File: config.mk
export PLATFORM = sky130hd
export DESIGN_NAME = ps2_receiver
export DESIGN_NICKNAME = d
export VERILOG_FILES = /design/src/rtl/ps2_pkg.sv /design/src/rtl/ps2_line_filter.sv /design/src/rtl/ps2_receiver.sv
export SDC_FILE = /design/constraint.sdc
export NUM_CORES = 1
export LEC_CHECK = 0
export ABC_CLOCK_PERIOD_IN_PS = 3700
export BUFFER_PORTS_ARGS = -buffer_cell sky130_fd_sc_hd__buf_2
export CAP_MARGIN = 40
export CORE_MARGIN = 10
export CORE_UTILIZATION = 30
export CTS_BUF_LIST = sky130_fd_sc_hd__clkbuf_4 sky130_fd_sc_hd__clkbuf_8
export DETAILED_ROUTE_END_ITERATION = 8
export SETUP_SLACK_MARGIN = 0.3
export SYNTH_ARGS = -nofsm -noshare
export SYNTH_HDL_FRONTEND = slang
export SYNTH_SLANG_ARGS = --single-unit
File: constraint.sdc
create_clock -name clk -period 3.7 [get_ports clk]
set_input_delay 0.185 -clock clk [delete_from_list [all_inputs] [get_ports clk]]
set_output_delay 0.185 -clock clk [all_outputs]
set_load 0.01 [all_outputs]
File: src/rtl/ps2_pkg.sv
`default_nettype none
// ============================================================================
// Module      : ps2_pkg
// Description : Shared types, frame constants and parity helper for the
//               PS/2 device-to-host receiver.
// Revision    : 1.0
// ============================================================================
package ps2_pkg;

    typedef enum logic [1:0] {
        IDLE   = 2'd0,
        DATA   = 2'd1,
        PARITY = 2'd2,
        STOP   = 2'd3
    } ps2_state_t;

    localparam int PS2_DATA_BITS  = 8;
    localparam int PS2_FRAME_BITS = 11;

    // Parity bit value that makes the total count of ones (data + parity) odd.
    function automatic logic ps2_odd_parity(input logic [PS2_DATA_BITS-1:0] d);
        return ~(^d);
    endfunction

endpackage
`default_nettype wire

File: src/rtl/ps2_line_filter.sv
`default_nettype none
// ============================================================================
// Module      : ps2_line_filter
// Description : 2-FF synchroniser plus FILTER_LEN-sample debounce for one
//               asynchronous line; output resets high (idle level).
// Revision    : 1.0
// ============================================================================
module ps2_line_filter #(
    parameter int FILTER_LEN = 8
) (
    input  logic clk,
    input  logic reset,
    input  logic i_line,
    output logic o_level
);

    localparam int c_CNT_W = $clog2(FILTER_LEN + 1);

    logic               r_sync1;
    logic               r_sync2;
    logic               r_level;
    logic [c_CNT_W-1:0] r_cnt;

    // The counter tracks how long the synchronised line has disagreed with
    // the filtered level; any agreeing sample restarts the run.
    always_ff @(posedge clk) begin
        if (reset) begin
            r_sync1 <= 1'b1;
            r_sync2 <= 1'b1;
            r_level <= 1'b1;
            r_cnt   <= '0;
        end else begin
            r_sync1 <= i_line;
            r_sync2 <= r_sync1;
            if (r_sync2 == r_level) begin
                r_cnt <= '0;
            end else if (r_cnt == c_CNT_W'(FILTER_LEN - 1)) begin
                r_level <= r_sync2;
                r_cnt   <= '0;
            end else begin
                r_cnt <= r_cnt + c_CNT_W'(1);
            end
        end
    end

    assign o_level = r_level;

endmodule
`default_nettype wire

File: src/rtl/ps2_receiver.sv
`default_nettype none
// ============================================================================
// Module      : ps2_receiver
// Description : PS/2 device-to-host frame receiver with parity/stop checks
//               and a mid-frame watchdog.
// Revision    : 1.0
// ============================================================================
module ps2_receiver
    import ps2_pkg::*;
#(
    parameter int FILTER_LEN     = 8,
    parameter int TIMEOUT_CYCLES = 50000
) (
    input  logic       clk,
    input  logic       reset,
    input  logic       ps2_clk,
    input  logic       ps2_data,
    output logic [7:0] data,
    output logic       valid,
    output logic       error
);

    localparam int c_WD_W  = $clog2(TIMEOUT_CYCLES + 1);
    localparam int c_BIT_W = $clog2(PS2_FRAME_BITS);

    ps2_state_t                 r_state;
    ps2_state_t                 w_next_state;
    logic                       w_fclk;
    logic                       r_data_s1;
    logic                       r_data_s2;
    logic                       r_fclk_d;
    logic                       r_fall;
    logic                       r_fall_data;
    logic [PS2_DATA_BITS-1:0]   r_shreg;
    logic [c_BIT_W-1:0]         r_bit_cnt;
    logic                       r_parity;
    logic [c_WD_W-1:0]          r_wd;
    logic [7:0]                 r_data;
    logic                       r_valid;
    logic                       r_error;
    logic                       w_start;
    logic                       w_shift;
    logic                       w_cap_par;
    logic                       w_valid_nxt;
    logic                       w_error_nxt;
    logic                       w_timeout;

    ps2_line_filter #(
        .FILTER_LEN (FILTER_LEN)
    ) u_clk_filter (
        .clk     (clk),
        .reset   (reset),
        .i_line  (ps2_clk),
        .o_level (w_fclk)
    );

    always_ff @(posedge clk) begin
        if (reset) begin
            r_state <= IDLE;
        end else begin
            r_state <= w_next_state;
        end
    end

    always_comb begin
        w_next_state = r_state;
        w_start      = 1'b0;
        w_shift      = 1'b0;
        w_cap_par    = 1'b0;
        w_valid_nxt  = 1'b0;
        w_error_nxt  = 1'b0;
        // Fires one cycle early so the registered error lines up with the
        // cycle in which the watchdog reads TIMEOUT_CYCLES.
        w_timeout    = (r_state != IDLE) && !r_fall &&
                       (r_wd == c_WD_W'(TIMEOUT_CYCLES - 1));
        case (r_state)
            IDLE: begin
                if (r_fall && !r_fall_data) begin
                    w_next_state = DATA;
                    w_start      = 1'b1;
                end
            end
            DATA: begin
                if (r_fall) begin
                    w_shift = 1'b1;
                    if (r_bit_cnt == c_BIT_W'(PS2_DATA_BITS - 1)) begin
                        w_next_state = PARITY;
                    end
                end
            end
            PARITY: begin
                if (r_fall) begin
                    w_cap_par    = 1'b1;
                    w_next_state = STOP;
                end
            end
            STOP: begin
                if (r_fall) begin
                    if ((r_parity == ps2_odd_parity(r_shreg)) && r_fall_data) begin
                        w_valid_nxt = 1'b1;
                    end else begin
                        w_error_nxt = 1'b1;
                    end
                    w_next_state = IDLE;
                end
            end
            default: w_next_state = IDLE;
        endcase
        if (w_timeout) begin
            w_next_state = IDLE;
            w_error_nxt  = 1'b1;
        end
    end

    always_ff @(posedge clk) begin
        if (reset) begin
            r_data_s1   <= 1'b1;
            r_data_s2   <= 1'b1;
            r_fclk_d    <= 1'b1;
            r_fall      <= 1'b0;
            r_fall_data <= 1'b1;
            r_shreg     <= '0;
            r_bit_cnt   <= '0;
            r_parity    <= 1'b0;
            r_wd        <= '0;
            r_data      <= 8'h00;
            r_valid     <= 1'b0;
            r_error     <= 1'b0;
        end else begin
            r_data_s1   <= ps2_data;
            r_data_s2   <= r_data_s1;
            r_fclk_d    <= w_fclk;
            r_fall      <= r_fclk_d & ~w_fclk;
            r_fall_data <= r_data_s2;
            if (w_start) begin
                r_bit_cnt <= '0;
            end else if (w_shift) begin
                r_bit_cnt <= r_bit_cnt + c_BIT_W'(1);
            end
            if (w_shift) begin
                r_shreg <= {r_fall_data, r_shreg[PS2_DATA_BITS-1:1]};
            end
            if (w_cap_par) begin
                r_parity <= r_fall_data;
            end
            if ((r_state == IDLE) || r_fall) begin
                r_wd <= '0;
            end else begin
                r_wd <= r_wd + c_WD_W'(1);
            end
            r_valid <= w_valid_nxt;
            r_error <= w_error_nxt;
            if (w_valid_nxt) begin
                r_data <= r_shreg;
            end
        end
    end

    assign data  = r_data;
    assign valid = r_valid;
    assign error = r_error;

endmodule
`default_nettype wire

# Word level (Yosys, flattened, before mapping)
# Cells that the tools add are included.
[word_totals]
register_bits = 53
inputBits = 4
output_inout_bits = 10
wordCells = 71
[classes]
n_addsub = 3
n_eq_ne = 13
muxes = 18
bitwise = 4
reduce_logical = 16
[op_table]
columns = ["operator", "n"]
rows = [
  ["adder 16 x 1 -> 16 bit, second input constant", 1],
  ["equality test 16 bit, second input constant", 1],
  ["two-way mux 1 bit", 12],
  ["two-way mux 2 bit", 5],
  ["inequality test 2 bit, second input constant", 5],
  ["adder 4 x 1 -> 4 bit, second input constant", 2],
  ["equality test 4 x 3 -> 1 bit, second input constant", 2],
  ["one-hot mux 2 bit (4 select lines)", 1],
  ["parity 8 bit", 1],
  ["OR reduction 2 bit", 3],
  ["AND reduction 5 bit", 1],
  ["equality test 2 bit, second input constant", 2],
  ["logical AND 1 bit", 4],
  ["inverter 1 bit", 3],
  ["OR reduction 3 bit", 1],
  ["equality test 1 bit", 2],
  ["equality test 2 x 1 -> 1 bit, second input constant", 1],
  ["logical NOT 1 bit", 2],
  ["logical NOT 2 bit", 1],
  ["AND reduction 2 bit", 1],
  ["nonzero test 2 bit", 1],
  ["AND 1 bit", 1],
  ["logical OR 1 bit", 1],
]

# Depth between registers and ports, before layout
# Gate-level depths: netlist of run 1.
[logic_depth]
depth_word = 8
ltp_mapped = 6
depth_no_buf = 6

# Cells and area by module
# From an unflattened synthesis of run 1, not the netlist that was laid out.
[unflattened]
cells_unflattened = 246
hier_area_um2 = 2272.2
[by_module_without_submodules]
columns = ["mod", "instances", "cells_each", "area_each_um2", "seq_area_each_um2"]
rows = [
  ["ps2_receiver", 1, 222, 2023.2, 920.9],
  ["ps2_line_filter", 1, 24, 249.0, 140.1],
]

# Worst setup path after synthesis of run 1
# No wires, ideal clock.
[synth_path]
path_type = "register to register"
startpoint = "register r_state[0]"
endpoint = "register r_state[1]"
setup_ns = 0.130
arrival_ns = 1.808
required_ns = 3.570
slack_ns = 1.762
stages_incl_launch_ff = 7
path_buffers = 0
period_less_slack_ns = 1.938
cell_sequence = "dfxtp_1 > inv_1 > ha_1 > or4_1 > a222oi_1 > mux2i_1 > nor3_2"
[synth_between]
elab_chain_cells = 4
word_cells_on_any_way = 15
cone_classes = "eq/ne: 8; mux: 1; reduce/logical: 6"
[synth_lines]
columns = ["element", "line", "rtl"]
rows = [
  ["from (decl)", "ps2_receiver.sv:26", "ps2_state_t r_state;"],
  ["from (signal assigned)", "ps2_receiver.sv:61", "r_state <= w_next_state;"],
  ["branches (longest 4 deep; another with AND reduction 5 bit)", "n/a", ""],
]
# Parallel ways; which one is timed is not known.
# A chain may end at the register's enable or synchronous reset.

# Worst setup path in the final report of run 1
# Same ends and word-level chain as after synthesis.

==> results of run 1 <==
-- flip-flops by register name, summed over array words and instances (netlist names), 2 cells and up --
name / count
u_clk_filter.r_cnt: 4
r_bit_cnt: 4
r_shreg: 8
r_wd: 16
data: 8
r_state: 2
-- power groups by stage --
| stage | Combinational, mW | Sequential [mW] | Clock [mW] |
|---|---|---|---|
| finish | 0.0127 | 0.574 | 0.312 |
| global route | 0.0143 | 0.574 | 0.349 |
| CTS | 0.0130 | 0.574 | 0.330 |
| detailed placement | 0.0131 | 0.587 | 0 |
| global placement | 0.0128 | 0.587 | 0 |
| floorplan | 0.00994 | 0.587 | 0 |
-- cells in the mapped netlist, types with 8 or more instances --
master	number
dfxtp_1	53
xnor2_1	8
nand4_1	8
xor2_1	13
ha_1	8
clkbuf_1	10
nand2_1	26
nand2b_1	15
nand3_1	9
nor2_1	25
mux2i_1	9
a21oi_1	13
-- per-stage QoR --
step           utilization, %  worst slack, ps  cell area (µm²)  hold slack, ps
2_1_floorplan               -             1760             2320             289
3_3_place_gp             32.3             1670             2470             371
5_1_grt                  33.5             1280             2560            70.4
6_report                 33.5             1530             2560            70.2
4_1_cts                  33.5             1510             2560            65.2
3_5_place_dp             32.3             1530             2470             379
-- final cells by class --
class	instances	area, µm²	area share [%]
tap	102	128	4.99
clock buffer	6	76.3	2.98
timing repair buffer	13	65.1	2.54
inverter	6	22.5	0.880
sequential	53	1060	41.4
clock inverter	2	10.0	0.391
multi-input combinational	180	1200	46.8
-- worst min path at each step --
| stage | start | to | depth (start not counted) | slack, ps |
|---|---|---|---|---|
| after floorplan | ps2_data | r_data_s1 | 1 | 290 |
| after global placement | ps2_data | r_data_s1 | 2 | 370 |
| after detailed placement | ps2_clk | u_clk_filter.r_sync1 | 2 | 380 |
| after CTS | ps2_data | r_data_s1 | 2 | 70 |
| after global routing | ps2_data | r_data_s1 | 2 | 70 |
| final | ps2_data | r_data_s1 | 2 | 70 |
-- routing by layer --
metal | global-route usage (%) | routed length [µm] | vias to the layer above
li1 | - | - | 858
met4 | 2.19 | 38 | 0
met2 | 11.7 | 1740 | 21
met5 | 0 | 0 | -
met1 | 8.40 | 1880 | 736
met3 | 2.32 | 205 | 7
-- kinds of logic after synthesis --
group / after synthesis
buffers and inverters: 17
flip-flops: 53
multiplexers: 10
adder cells (fa/ha/maj): 8
AO/OA/AOI/OAI: 21
AND/OR/NAND/NOR: 118
XOR/XNOR: 23
==> impl_metrics.tcl, run 1 <==
set metrics [dict create \
    finClkSkew_ps 3.60 \
    p_leak_nw 0.888 \
    hp-class "in -> reg" \
    ys_seq_elements 53 \
    cts_tree "built" \
    crit_type "reg -> reg" \
    setup_viol 0 \
    rows 32 \
    ys_seq_area_share_pct 45.7 \
    fin_crit_sh_pct 58.7 \
    async_reset_ff_share_pct 0 \
    critPathLaunch "r_state[0]" \
    synth_xor_area_share_pct 9.96 \
    die_h_um 108 \
    swShare_pct 20.2 \
    cpPeakStageDelay_ps 530 \
    final_common_cell "dfxtp_1" \
    via_per_inst 4.48 \
    startpoint_type "register" \
    hold_viol 0 \
    grt_pass1_vias 1652 \
    ys_top_cells_by_area "dfxtp_1 (46%), xor2_1 (4.9%), ha_1 (4.3%)" \
    cp_max_fo 4 \
    clkLatencyLatePin_ps 300 \
    grt_max_degree 40 \
    drv_slew 0 \
    drtIter0Drc 65 \
    syn_to_final_growth_pct 10.2 \
    cts_sinks 53 \
    overflow 0 \
    gr-usage-all-layers_pct 7.03 \
    path_cells "inv_1 > ha_1 > or4_1 > a222oi_1 > mux2i_1 > nor3_2" \
    relSlewSlack_pct 61.8 \
    synth-edff-count 0 \
    netlist_instances 250 \
    setup-tns-final_ps 0 \
    wirelength_um 3860 \
    final_cell_mix "dfxtp_1 (53), nand2_1 (26), nor2_1 (25), nand2b_1 (15)" \
    cp-endpoint "r_state[1]" \
    port_buffers 13 \
    post_cts_buffers 0 \
    die-area_mm2 0.0117 \
    clk_pin_slew_ps 80 \
    worstMarginPinSlew_ps 572 \
    die_w_um 108 \
    ys_types 42 \
    critPathTopFamily "simple AND/OR/NAND/NOR gates" \
    dp_cells 354 \
    routabilityCongestion 0.718 \
    synth_area_leader_cell "dfxtp_1" \
    dr_total_vias 1622 \
    max_freq_mhz 460 \
    synth_simple_gate_area_share_pct 27.1 \
    core-area_mm2 0.00765 \
    antennaDiodeCount 0 \
    p_comb_share_pct 1.4 \
    crit_slowest_cell "or4_1" \
    dpl.hpwl_um 2750 \
    worst_setup_path_end_kind "register" \
    r2r_start "r_state[0]" \
    p_clk_share_pct 34.8 \
    ir_worst_vdd_uv 104 \
    layout-drive-gt1-share_pct 11.5 \
    arrival_ps 2340 \
    drt_first_pass_iters 4 \
    cap_violations 0 \
    synth.top_cell.area_share_pct 45.7 \
    synth_compound_area_share_pct 5.28 \
    p_switching_mw 0.182 \
    final.min_clock_period_ps 2170 \
    io_pins 14 \
    drc 0 \
    critical_path_cell_count 6 \
    avgRoutedWirePerCell_um 10.7 \
    ant_nets 0 \
    cts_buffer_depth 2 \
    r2r_end "r_state[1]" \
    synthesis.area_mm2 0.00232 \
    yosysWarningCount 0 \
    avgSynthCellArea_um2 9.29 \
    p_int_mw 0.717 \
    critPathBufInv 1 \
    synth.area.mux_share_pct 4.85 \
    rsz0062_at_grt "no" \
    synth_ff_type "dfxtp_1" \
    synth_adder_area_share_pct 4.31 \
    power.total_mw 0.899 \
    hold_buffers 0 \
    cts_buffers 5 \
    fin_cells 362 \
    antenna_found_initial 0 \
    htree_levels 2 \
    nNetsFinal 271 \
    seqPwrFrac_pct 63.8 \
    synth_top_family_by_area "simple AND/OR/NAND/NOR gates" \
    outcome "complete, no violations" \
    cts.repair.resized 0 \
    grt_first_pass_wirelength_um 7060 \
    initial_core_util_pct 30.4 \
    reg2reg_depth 6 \
    worst-r2r-setup-slack_ps 1530 \
    p_per_area_mw_per_mm2 351 \
    synth_nets 262 \
    required_ps 3870 \
    clock-root-buffer "clkbuf_8" \
    filler_cell_count 785 \
]
Power figures use the tool's default switching activity.
==> run 2: changes to the inputs <==
Settings changed: ABC_CLOCK_PERIOD_IN_PS 3700 to 2200.
Clock period 3.7 ns to 2.2 ns, I/O delays scaled along.
==> run 2 against run 1 <==
Against the previous run: setup slack got worse by 1300 ps; combinational power rose by 97%; utilization up 1.5 points; critical endpoint unchanged; largest power group unchanged.
==> impl_metrics.tcl, run 2 (synthesis results as in run 1) <==
set metrics [dict create \
    outcome "complete, no violations" \
    critPathBufInv 2 \
    clk_pin_slew_ps 100 \
    pre_cts_ws_ps 143 \
    min_from "reset" \
    postLayoutCoreUtil_pct 35.0 \
    dr_total_vias 1641 \
    core-area_mm2 0.00765 \
    antenna_found_initial 0 \
    ant_nets 0 \
    overflow 0 \
    largest_reg_flops 16 \
    die_h_um 108 \
    worstMarginPinSlew_ps 569 \
    dpl.hpwl_um 2710 \
    grt_first_pass_wirelength_um 7060 \
    hp-class "in -> reg" \
    cap_violations 0 \
    nNetsFinal 278 \
    cpPeakStageDelay_ps 520 \
    critPathTopFamily "simple AND/OR/NAND/NOR gates" \
    max_freq_mhz 517 \
    holdPathStages 2 \
    drt_first_pass_iters 4 \
    clkLatencyLatePin_ps 300 \
    power.total_mw 1.55 \
    hold-path-endpoint "r_shreg[1]" \
    cts_sinks 53 \
    setup_viol 0 \
    clock-root-buffer "clkbuf_8" \
    setup-tns-final_ps 0 \
    worst_setup_path_end_kind "register" \
    antennaDiodeCount 0 \
    cts_tree "built" \
    relSlewSlack_pct 62.1 \
    cts_buffers 5 \
    r2r_start "r_state[0]" \
    drc 0 \
    path_cells "inv_4 > ha_4 > or4_4 > a222oi_1 > buf_4 > mux2i_2 > nor3_2" \
    layout-drive-gt1-share_pct 16.9 \
    reg2reg_depth 7 \
    finClkSkew_ps 7.80 \
    io_pins 14 \
    hold_viol 0 \
    syn_to_final_growth_pct 15.2 \
    crit_type "reg -> reg" \
    port_buffers 13 \
    die_w_um 108 \
    fin_crit_sh_pct 88.0 \
    startpoint_type "register" \
    r2r_end "r_state[1]" \
    rows 32 \
    htree_levels 2 \
    ir_worst_vdd_uv 264 \
    crit_slowest_cell "or4_4" \
    gr-usage-all-layers_pct 7.12 \
    cts_buffer_depth 2 \
    drtIter0Drc 44 \
    grt_pass1_vias 1605 \
    final.min_clock_period_ps 1940 \
    p_leak_nw 0.925 \
    cp_max_fo 4 \
    p_per_area_mw_per_mm2 577 \
    rsz0062_at_grt "yes" \
    filler_cell_count 769 \
    routabilityCongestion 0.733 \
    setup_slack_ps 264 \
    arrival_ps 2130 \
    wirelength_um 3960 \
    die-area_mm2 0.0117 \
    final_cell_mix "dfxtp_1 (51), nand2_1 (26), nor2_1 (25), nand2b_1 (15)" \
    worst-r2r-setup-slack_ps 260 \
    avgRoutedWirePerCell_um 10.7 \
    regMostFlops "r_wd" \
    final_common_cell "dfxtp_1" \
    via_per_inst 4.45 \
    drv_slew 0 \
    initial_core_util_pct 30.4 \
    grt_max_degree 30 \
    required_ps 2390 \
]
[run 2: changes by cell type in the layout (fill, tap and decap cells not counted), sizes merged]
cell,change
buf,+5
clkbuf,-1
clkinv,-1
clkinvlp,+1
dlygate4sd3,+2
inv,+1
[run 2: worst max-delay path by stage]
stage	startpoint	to	slack, ps	cells past startpoint
CTS	r_state[1]	r_state[1]	310	7
global placement	r_state[0]	r_state[1]	230	6
floorplan	r_state[0]	r_state[1]	310	6
detailed placement	r_state[1]	r_state[0]	140	6
finish	r_state[0]	r_state[1]	260	7
global route	r_state[0]	r_state[1]	180	7
[run 2: what timing repair did]
item                                    CTS  global route
pin swaps                                 2             3
endpoints found under the hold margin     2             0
hold buffers                              2             0
setup buffers                             1             3
resized for setup                         6             6
endpoints found under the setup margin    2            10
[run 2: final cells by class]
class,count,area [µm²],area share (%)
Inverter,6,25.0,0.935
Timing Repair Buffer,20,135,5.05
Clock inverter,3,25.0,0.935
Multi-Input combinational cell,180,1230,45.8
Sequential cell,53,1070,39.9
Tap cell,102,128,4.77
Clock buffer,5,68.8,2.57
[run 2: worst reg2reg max path, cell delays in order, from the launching register on]
cell,delay (ps)
dfxtp_4,390
inv_4,50
ha_4,160
or4_4,520
a222oi_1,260
buf_4,190
mux2i_2,210
nor3_2,50
[run 2: stage by stage]
| step | hold slack (ps) | area, µm² | std cells |
|---|---|---|---|
| floorplan | 214 | 2330 | 250 |
| global placement | 299 | 2480 | 355 |
| detailed placement | 297 | 2480 | 355 |
| CTS | 67.6 | 2630 | 366 |
| global route | 99.2 | 2680 | 369 |
| finish | 80.5 | 2680 | 369 |
[run 2: per-layer routing]
metal	track usage, %	vias up	share of wire [%]	wire length, µm
met5	0	-	0	0
met2	11.6	19	44	1750
met1	8.97	744	51	2030
li1	-	874	-	-
met3	2.26	4	4.4	173
met4	1.72	0	0.35	14
[run 2: where the power goes]
part	internal [mW]	total (mW)	switching, mW
Combinational	0.0129	0.0250	0.0121
Sequential	0.961	0.963	0.00205
Clock	0.230	0.559	0.328
Total	1.20	1.55	0.343
